[config.mk]
export PLATFORM = sky130hd
export DESIGN_NAME = cdb_arbiter_flat
export DESIGN_NICKNAME = d
export VERILOG_FILES = /design/src/rtl/cdb_arbiter_pkg.sv /design/src/rtl/cdb_arbiter_if.sv /design/src/rtl/cdb_arbiter_rr_picker.sv /design/src/rtl/cdb_arbiter.sv /design/src/flat_wrapper.sv
export SDC_FILE = /design/constraint.sdc
export NUM_CORES = 1
export LEC_CHECK = 0
export CORE_AREA = 2 2 131 133
export CTS_CLUSTER_SIZE = 24
export DETAILED_ROUTE_END_ITERATION = 16
export DIE_AREA = 0 0 133 135
export GPL_TIMING_DRIVEN = 0
export PLACE_DENSITY = 0.82
export SYNTH_ARGS = -nofsm -noshare
export SYNTH_HDL_FRONTEND = slang
export SYNTH_SLANG_ARGS = --single-unit
[constraint.sdc]
create_clock -name clk -period 12.9 [get_ports clk]
set_clock_uncertainty 0.1 [all_clocks]
set_input_delay 3.225 -clock clk [delete_from_list [all_inputs] [get_ports clk]]
set_output_delay 3.225 -clock clk [all_outputs]
set_load 0.05 [all_outputs]
[src/rtl/cdb_arbiter_pkg.sv]
// Shared constants for the common-data-bus arbiter slice.
// Functional-unit count and default bus widths used across the CDB logic.
package cdb_arbiter_pkg;

    // Result producers sharing the CDB: ALUs, CMP, load unit, branch unit.
    localparam int NUM_FU       = 8;
    localparam int TAG_W_DEF    = 3;
    localparam int DATA_W_DEF   = 32;

    // Width of an index into NUM_FU producers.
    localparam int SRC_W_DEF    = $clog2(NUM_FU);

endpackage

[src/rtl/cdb_arbiter_if.sv]
// Producer-to-arbiter request bus plus the registered CDB broadcast.
// master = functional-unit side, slave = arbiter side.
interface cdb_arbiter_if
    import cdb_arbiter_pkg::*;
#(
    parameter int NUM_REQ = NUM_FU,
    parameter int TAG_W   = TAG_W_DEF,
    parameter int DATA_W  = DATA_W_DEF,
    parameter int SRC_W   = $clog2(NUM_REQ)
);
    logic                      flush;
    logic [NUM_REQ-1:0]        req_valid;
    logic [NUM_REQ*TAG_W-1:0]  req_tag;
    logic [NUM_REQ*DATA_W-1:0] req_data;
    logic [NUM_REQ-1:0]        req_ready;
    logic                      cdb_valid;
    logic [TAG_W-1:0]          cdb_tag;
    logic [DATA_W-1:0]         cdb_data;
    logic [SRC_W-1:0]          cdb_src;
    logic [SRC_W-1:0]          grant_ptr;

    modport master (
        output flush, req_valid, req_tag, req_data,
        input  req_ready, cdb_valid, cdb_tag, cdb_data, cdb_src, grant_ptr
    );

    modport slave (
        input  flush, req_valid, req_tag, req_data,
        output req_ready, cdb_valid, cdb_tag, cdb_data, cdb_src, grant_ptr
    );
endinterface

[src/rtl/cdb_arbiter_rr_picker.sv]
// Rotating priority encoder: first set bit of req at or after ptr,
// ascending and wrapping N-1 -> 0. Purely combinational.
module rr_picker
    import cdb_arbiter_pkg::*;
#(
    parameter int N = NUM_FU,
    parameter int W = $clog2(N)
) (
    input  logic [N-1:0] req,
    input  logic [W-1:0] ptr,
    output logic [N-1:0] onehot,
    output logic [W-1:0] idx,
    output logic         any
);
    logic [W-1:0] cand;

    // Walk offsets 0..N-1 from ptr; N is a power of two so the W-bit add wraps.
    always_comb begin
        onehot = '0;
        idx    = '0;
        any    = 1'b0;
        cand   = '0;
        for (int k = 0; k < N; k++) begin
            cand = ptr + W'(k);
            if (!any && req[cand]) begin
                any          = 1'b1;
                idx          = cand;
                onehot[cand] = 1'b1;
            end
        end
    end
endmodule

[src/rtl/cdb_arbiter.sv]
// Round-robin arbiter for the single CDB broadcast slot.
// Grants at most one producer per cycle and registers the winner's
// tag/data/source as next cycle's broadcast. Flush drops the grant.
module cdb_arbiter
    import cdb_arbiter_pkg::*;
#(
    parameter int NUM_REQ = NUM_FU,
    parameter int TAG_W   = TAG_W_DEF,
    parameter int DATA_W  = DATA_W_DEF,
    parameter int SRC_W   = $clog2(NUM_REQ)
) (
    input  logic          clk,
    input  logic          rst,
    cdb_arbiter_if.slave  bus
);
    // One broadcast slot; cdb_* outputs come straight from this register.
    typedef struct packed {
        logic              valid;
        logic [TAG_W-1:0]  tag;
        logic [DATA_W-1:0] data;
        logic [SRC_W-1:0]  src;
    } cdb_entry_t;

    cdb_entry_t         cdb_q;
    logic [SRC_W-1:0]   ptr_q;

    logic [NUM_REQ-1:0] win_onehot;
    logic [SRC_W-1:0]   win_idx;
    logic               win_any;
    logic               grant;
    logic [TAG_W-1:0]   win_tag;
    logic [DATA_W-1:0]  win_data;

    rr_picker #(
        .N (NUM_REQ),
        .W (SRC_W)
    ) u_picker (
        .req    (bus.req_valid),
        .ptr    (ptr_q),
        .onehot (win_onehot),
        .idx    (win_idx),
        .any    (win_any)
    );

    // Reset and flush both veto the grant in the same cycle.
    assign grant         = win_any & ~bus.flush & ~rst;
    assign bus.req_ready = grant ? win_onehot : '0;

    // Winner select: only the one-hot lane is read, so junk or X on the
    // other producers' tag/data never reaches the broadcast register.
    always_comb begin
        win_tag  = '0;
        win_data = '0;
        for (int i = 0; i < NUM_REQ; i++) begin
            if (win_onehot[i]) begin
                win_tag  = win_tag  | bus.req_tag[i*TAG_W +: TAG_W];
                win_data = win_data | bus.req_data[i*DATA_W +: DATA_W];
            end
        end
    end

    // Broadcast register and priority pointer. Payload holds while idle;
    // valid follows the grant so a flush cycle yields an empty slot.
    always_ff @(posedge clk) begin
        if (rst) begin
            cdb_q <= '0;
            ptr_q <= '0;
        end else begin
            cdb_q.valid <= grant;
            if (grant) begin
                cdb_q.tag  <= win_tag;
                cdb_q.data <= win_data;
                cdb_q.src  <= win_idx;
                ptr_q      <= win_idx + SRC_W'(1);
            end
        end
    end

    assign bus.cdb_valid = cdb_q.valid;
    assign bus.cdb_tag   = cdb_q.tag;
    assign bus.cdb_data  = cdb_q.data;
    assign bus.cdb_src   = cdb_q.src;
    assign bus.grant_ptr = ptr_q;
endmodule

[src/flat_wrapper.sv]
// flat-port wrapper written by rule: the top's interface ports become plain ports
module cdb_arbiter_flat import cdb_arbiter_pkg::*;
#(
    parameter int NUM_REQ = NUM_FU,
    parameter int TAG_W   = TAG_W_DEF,
    parameter int DATA_W  = DATA_W_DEF,
    parameter int SRC_W   = $clog2(NUM_REQ)
)
  (clk, rst, bus_flush, bus_req_valid, bus_req_tag, bus_req_data, bus_req_ready, bus_cdb_valid, bus_cdb_tag, bus_cdb_data, bus_cdb_src, bus_grant_ptr);
  cdb_arbiter_if #(.NUM_REQ(NUM_REQ), .TAG_W(TAG_W), .DATA_W(DATA_W), .SRC_W(SRC_W)) bus_i ();
  input  logic clk;
  input  logic rst;
  input wire logic [$bits(bus_i.flush)-1:0] bus_flush;
  input wire logic [$bits(bus_i.req_valid)-1:0] bus_req_valid;
  input wire logic [$bits(bus_i.req_tag)-1:0] bus_req_tag;
  input wire logic [$bits(bus_i.req_data)-1:0] bus_req_data;
  output wire logic [$bits(bus_i.req_ready)-1:0] bus_req_ready;
  output wire logic [$bits(bus_i.cdb_valid)-1:0] bus_cdb_valid;
  output wire logic [$bits(bus_i.cdb_tag)-1:0] bus_cdb_tag;
  output wire logic [$bits(bus_i.cdb_data)-1:0] bus_cdb_data;
  output wire logic [$bits(bus_i.cdb_src)-1:0] bus_cdb_src;
  output wire logic [$bits(bus_i.grant_ptr)-1:0] bus_grant_ptr;
  assign bus_i.flush = bus_flush;
  assign bus_i.req_valid = bus_req_valid;
  assign bus_i.req_tag = bus_req_tag;
  assign bus_i.req_data = bus_req_data;
  assign bus_req_ready = bus_i.req_ready;
  assign bus_cdb_valid = bus_i.cdb_valid;
  assign bus_cdb_tag = bus_i.cdb_tag;
  assign bus_cdb_data = bus_i.cdb_data;
  assign bus_cdb_src = bus_i.cdb_src;
  assign bus_grant_ptr = bus_i.grant_ptr;
  cdb_arbiter #(.NUM_REQ(NUM_REQ), .TAG_W(TAG_W), .DATA_W(DATA_W), .SRC_W(SRC_W)) u_core (.clk(clk), .rst(rst), .bus(bus_i));
endmodule
==> flow_summary.yaml, run 1 <==
clock_tree:
  clock_latency_ns: 0.30
  root_buffer: "clkbuf_16"
  postCtsSetupBuffers: 0
  cts_resized: 0
  clk_pin_slew_ns: 0.07
  cts_hold_buf: 0
  numCtsBuffers: 5
  clk_path_buf_depth: 2
  cts_max_level: 2
  cts_tree: "built"
  clock-sinks: 42
finish:
  drive_above_1_share: 0.112
  fin_util: 0.593
  fin_nets: 1365
  area_delta_synth_final_pct: 65.0
  fin_cells: 1288
  diodes: 0
worst_setup_path:
  crit_path_max_incr_delay_ns: 1.02
  cp_max_fo: 10
  cp_common_cell: "clkdlybuf4s50_1"
  cp.arrival_ns: 8.02
  cp-end-kind: "output pin"
  cp.buffers_inverters: 3
  required_ns: 9.57
  crit_type: "in -> out"
  worstPathCellList: "clkdlybuf4s50_1, mux4_1, mux2_2, nor3_1, nand2_1, o221ai_1, clkbuf_1, and2_1, clkdlybuf4s50_1"
  critPathTopFamily: "buffers and inverters"
  worstSetupStartpointType: "primary input"
  cp_slowest_cell: "o221ai_1"
floorplanning:
  initial_core_util: 0.360
  io_pins: 341
  rows: 47
  coreArea_sq_um: 16400
  dieArea_sq_um: 18000
  die_h_um: 135
  die_w_um: 133
grt:
  grt_pass1_vias: 7410
  gr-total-overflow: 0
  grt_usage: 0.320
  grt_max_degree: 15
  grt_pass1_wl_um: 44400
  antenna_found_initial: 2
yosys:
  synth_area_sq_um: 5900
  synthMuxAreaShare: 0.101
  synth-xor-area-share: 0.00594
  synth-compound-area-share: 0.364
  ys_seq_area_frac: 0.143
  synth_top_area_frac: 0.143
  synth_area_leaders: "dfxtp_1 14%, a2111o_1 6.9%, nor2_1 5.9%, a22o_1 5.3%, a41oi_1 5.2%"
  synth_nets: 1019
  ys_warn_count: 0
  synth-simple-area-share: 0.238
  ys_ff_latch: 42
  synthAdderAreaFrac: 0.0148
  synth_edf_count: 0
  synth_cells: 721
  synth-main-ff-cell: "dfxtp_1"
  yosys.area.top_type: "dfxtp_1"
  synth_top_family_by_area: "compound AO/OA/AOI/OAI gates"
  ys_types: 69
  syn-mean-instance-area_sq_um: 8.18
  synthArstFlopShare: 0
run_status:
  status: "complete, no violations"
placed_design:
  detailed_place_hpwl_um: 23500
  place_congestion: 0.953
  place.port_buffers: 339
  place_inst: 1280
power:
  peakVddDrop_mv: 0.168
  p_leak_nw: 3.83
  power_density_nw_per_um2: 189
sta:
  setup_tns_ns: 0
  fin_crit_ns: 11.34
  worst_slew_pin_slew_ns: 1.25
  fin_crit_sh: 0.879
  slew_viol_final: 0
  setup_viol: 0
  relSlewSlack: 0.169
  hold_violations: 0
  max_freq_ghz: 0.0882
  grt_setup_unrepaired: "no"
drt:
  drc_errors: 0
  drtIter0Drc: 558
  routedWlPerCell_um: 23.3
  drt_pass1_iterations: 5
  viasPerCell: 5.93
  wirelength_um: 30000
  vias: 7634
  ant_nets: 0
min_path:
  hold_path_class: "reg -> reg"
run:
  cap_violations: 0
## cells by family (layout without fill, tap and decap cells)
logic type,count (synthesis),in the layout
muxes,37,37
AOI/OAI and AO/OA,241,241
DFF,42,42
buffers and inverters,115,462
adders and majority gates,7,7
xor gates and xnor gates,4,4
and+or+nand+nor,275,275
## layout make-up
type / instances / area, sq um
sequential: 42 / 841
clock inverter: 3 / 43.8
fill: 1490 / 6670
multi-input combinational: 564 / 4270
buffer: 73 / 622
timing repair buffer: 339 / 3390
tap: 220 / 275
clock buffer: 5 / 125
inverter: 42 / 163
## metrics by stage
stage	power, mW	hold WS, ns	worst slack [ns]	instance area [sq um]
global placement	1.65	0.344	1.63	9570
finish	1.84	0.380	1.56	9740
floorplan	1.19	0.575	3.82	5900
detailed placement	1.66	0.372	1.70	9570
CTS	1.82	0.385	1.68	9740
global route	1.93	0.425	1.44	9740
## worst reg2reg max path, stage by stage, from the launching register on
cell	delay [ns]
dfxtp_1	0.46
buf_4	0.23
buf_6	0.17
inv_1	0.13
ha_1	0.30
clkbuf_1	0.31
mux4_2	0.60
mux2_2	0.33
nor3_1	0.43
nand2_1	0.32
o221ai_1	1.02
clkbuf_1	0.46
and2_2	0.23
a221o_1	0.17
o31a_1	0.15
## registers in the layout (all words and copies together), names as in the netlist
| signal | count |
|---|---|
| u_core.bus.cdb_data | 32 |
| u_core.bus.cdb_src | 3 |
| u_core.bus.cdb_tag | 3 |
| u_core.bus.cdb_valid | 1 |
| u_core.bus.grant_ptr | 3 |
## final timing paths
| check | to | slack, ns | cells past startpoint | startpoint |
|---|---|---|---|---|
| setup / recovery | bus_req_ready[7] | 1.56 | 9 | bus_req_valid[5] |
| hold / removal | u_core.bus.cdb_src[0] | 0.38 | 2 | u_core.bus.cdb_src[0] |
| setup reg to reg | u_core.bus.cdb_data[13] | 7.46 | 14 | u_core.bus.grant_ptr[1] |
| hold reg to reg | u_core.bus.cdb_src[0] | 0.38 | 2 | u_core.bus.cdb_src[0] |
## placed cells by master (no fill, tap or decap), drive strengths merged, types with 19 or more instances in the layout
master / n
clkdlybuf4s50: 339
nor2: 93
and2: 82
dfxtp: 42
inv: 42
nand2: 39
clkbuf: 39
a221o: 38
a22o: 36
a2111o: 36
a41oi: 35
o31a: 35
buf: 25
nand3: 20
nor3: 19
## where the power goes
| group | internal, mW | switching, mW | leakage, nW | total [mW] |
|---|---|---|---|---|
| Sequential | 0.172 | 0.0257 | 0.349 | 0.198 |
| Clock | 0.0920 | 0.0653 | 0.0842 | 0.157 |
| Combinational | 0.628 | 0.852 | 3.40 | 1.48 |
## per-layer routing
metal	global-route usage	vias to the layer above	part of all wire
met2	0.548	420	0.48
met5	0	-	0.00063
li1	-	3489	-
met1	0.394	3648	0.40
met4	0.124	4	0.037
met3	0.0691	73	0.081
## synth_stat cells, types with 13 or more instances
library cell / instances
a2111o_1: 36
clkbuf_1: 23
nand3_1: 19
a22o_1: 36
o31a_1: 35
mux2i_1: 13
nand2_1: 39
a41oi_1: 35
and2_2: 32
nor2_1: 93
and2_1: 49
a221o_2: 15
nor3_1: 18
inv_1: 41
a221o_1: 23
buf_6: 16
dfxtp_1: 42
No activity file was read; power rests on OpenSTA's default activity.
==> run 2, diff against run 1 <==
CORE_AREA = 2 2 132 134   (was 2 2 131 133)
DIE_AREA = 0 0 134 136   (was 0 0 133 135)
PLACE_DENSITY = 0.81   (was 0.82)
==> flow_summary.yaml, run 2 (synthesis gave the netlist of run 1 again) <==
placed_design:
  dp_slack_ns: 1.92
  place.port_buffers: 339
  placed_area_sq_um: 9570
  detailed_place_hpwl_um: 22900
  place_congestion: 0.947
clock_tree:
  cts_max_level: 2
  clk_path_buf_depth: 2
  cts_tree: "built"
  postCtsSetupBuffers: 0
  numCtsBuffers: 5
  clk_pin_slew_ns: 0.07
  root_buffer: "clkbuf_16"
  clock-sinks: 42
  cts_hold_buf: 0
  clock_latency_ns: 0.30
  cts_resized: 0
finish:
  drive_above_1_share: 0.112
  fin_util: 0.576
  fin_area_sq_um: 9720
  largest_reg_flops: 32
  fin_nets: 1365
  area_delta_synth_final_pct: 64.8
  fill_cells: 1573
  layout_common_cells: "339 x clkdlybuf4s50_1, 93 x nor2_1, 49 x and2_1"
  final_common_cell: "clkdlybuf4s50_1"
grt:
  antenna_found_initial: 1
  grt_pass1_wl_um: 43000
  grt_max_degree: 15
  met1_usage: 0.376
  grt_pass1_vias: 7448
  top_usage_layer: "met2"
  use_met3: 0.0615
  grt_usage: 0.306
  gr-total-overflow: 0
  grt_util_met2: 0.529
floorplanning:
  die_h_um: 136
  initial_core_util: 0.350
  io_pins: 341
  die_w_um: 134
  dieArea_sq_um: 18200
  coreArea_sq_um: 16900
  rows: 48
sta:
  grt_setup_unrepaired: "no"
  setup_tns_ns: 0
  setup_viol: 0
  slew_viol_final: 0
  fin_crit_sh: 0.857
  max_freq_ghz: 0.0905
  hold_violations: 0
  fin_crit_ns: 11.06
  fin_ws_ns: 1.84
  worst_slew_pin_slew_ns: 0.868
  relSlewSlack: 0.405
power:
  power_mw: 1.81
  power_density_nw_per_um2: 186
  p_leak_nw: 3.82
  peakVddDrop_mv: 0.108
worst_setup_path:
  reg2reg_from: "u_core.bus.grant_ptr[1]"
  cp.buffers_inverters: 4
  startpoint: "bus_req_valid[4]"
  cp_slowest_cell: "clkdlybuf4s50_1"
  r2r_slack_ns: 7.59
  r2r-end: "u_core.bus.cdb_data[5]"
  critPathTopFamily: "buffers and inverters"
  cp_common_cell: "clkdlybuf4s50_1"
  worstSetupStartpointType: "primary input"
  crit_path_max_incr_delay_ns: 0.79
  crit_type: "in -> out"
  reg2reg_depth: 14
  cp_max_fo: 10
  required_ns: 9.57
  cp-end-kind: "output pin"
  cp.arrival_ns: 7.73
  worstPathCellList: "clkdlybuf4s50_1, clkbuf_2, mux4_1, mux2_2, nor3_1, nand2_1, o221ai_1, clkbuf_1, and2_1, clkdlybuf4s50_1"
min_path:
  holdPathStages: 2
  hp-start: "u_core.bus.cdb_src[0]"
  hold_path_class: "reg -> reg"
  hold_end: "u_core.bus.cdb_src[0]"
run:
  cap_violations: 0
drt:
  wirelength_um: 29200
  ant_nets: 0
  drc_errors: 0
  viasPerCell: 5.80
  drtIter0Drc: 526
  drt_pass1_iterations: 5
  vias: 7511
  routedWlPerCell_um: 22.5
run_status:
  status: "complete, no violations"
-- run 2: how the worst max path moves through the flow --
stage               cells after the start  slack (ns)                to
floorplan                              10        3.82  bus_req_ready[3]
global placement                        9        1.85  bus_req_ready[7]
detailed placement                      9        1.92  bus_req_ready[7]
CTS                                     9        1.91  bus_req_ready[7]
global route                            9        1.73  bus_req_ready[7]
finish                                 10        1.84  bus_req_ready[7]
-- run 2: final cells by class --
class	instances	area (sq um)	share of cell area
antenna	1	2.50	0.000257
buffer	73	622	0.0640
clock buffer	5	125	0.0129
clock inverter	3	21.3	0.00219
inverter	42	163	0.0167
multi-input combinational	564	4270	0.440
sequential	42	841	0.0865
tap	225	282	0.0290
timing repair buffer	339	3390	0.349
-- run 2: report_power, final --
group          leakage, nW  switching, mW  internal (mW)
clock network       0.0698         0.0627         0.0720
registers            0.349         0.0261          0.172
logic                 3.40          0.847          0.628
total                 3.82          0.935          0.872
-- run 2: layer usage --
metal / vias up / routed length [um]
met3: 68 / 2380
met4: 0 / 975
met2: 396 / 14200
met5: - / 0
met1: 3562 / 11600
li1: 3485 / -
-- run 2: tightest hold or removal path, cell delays in order (launching register included) --
cell and delay (ns):
dfxtp_1 0.33, nand2_1 0.06, a21oi_1 0.05
-- run 2: metrics by stage --
stage          instances  hold slack [ns]
3_3_place_gp        1285            0.343
5_1_grt             1294            0.386
6_report            1294            0.377
4_1_cts             1293            0.372
3_5_place_dp        1285            0.356
2_1_floorplan        721            0.575
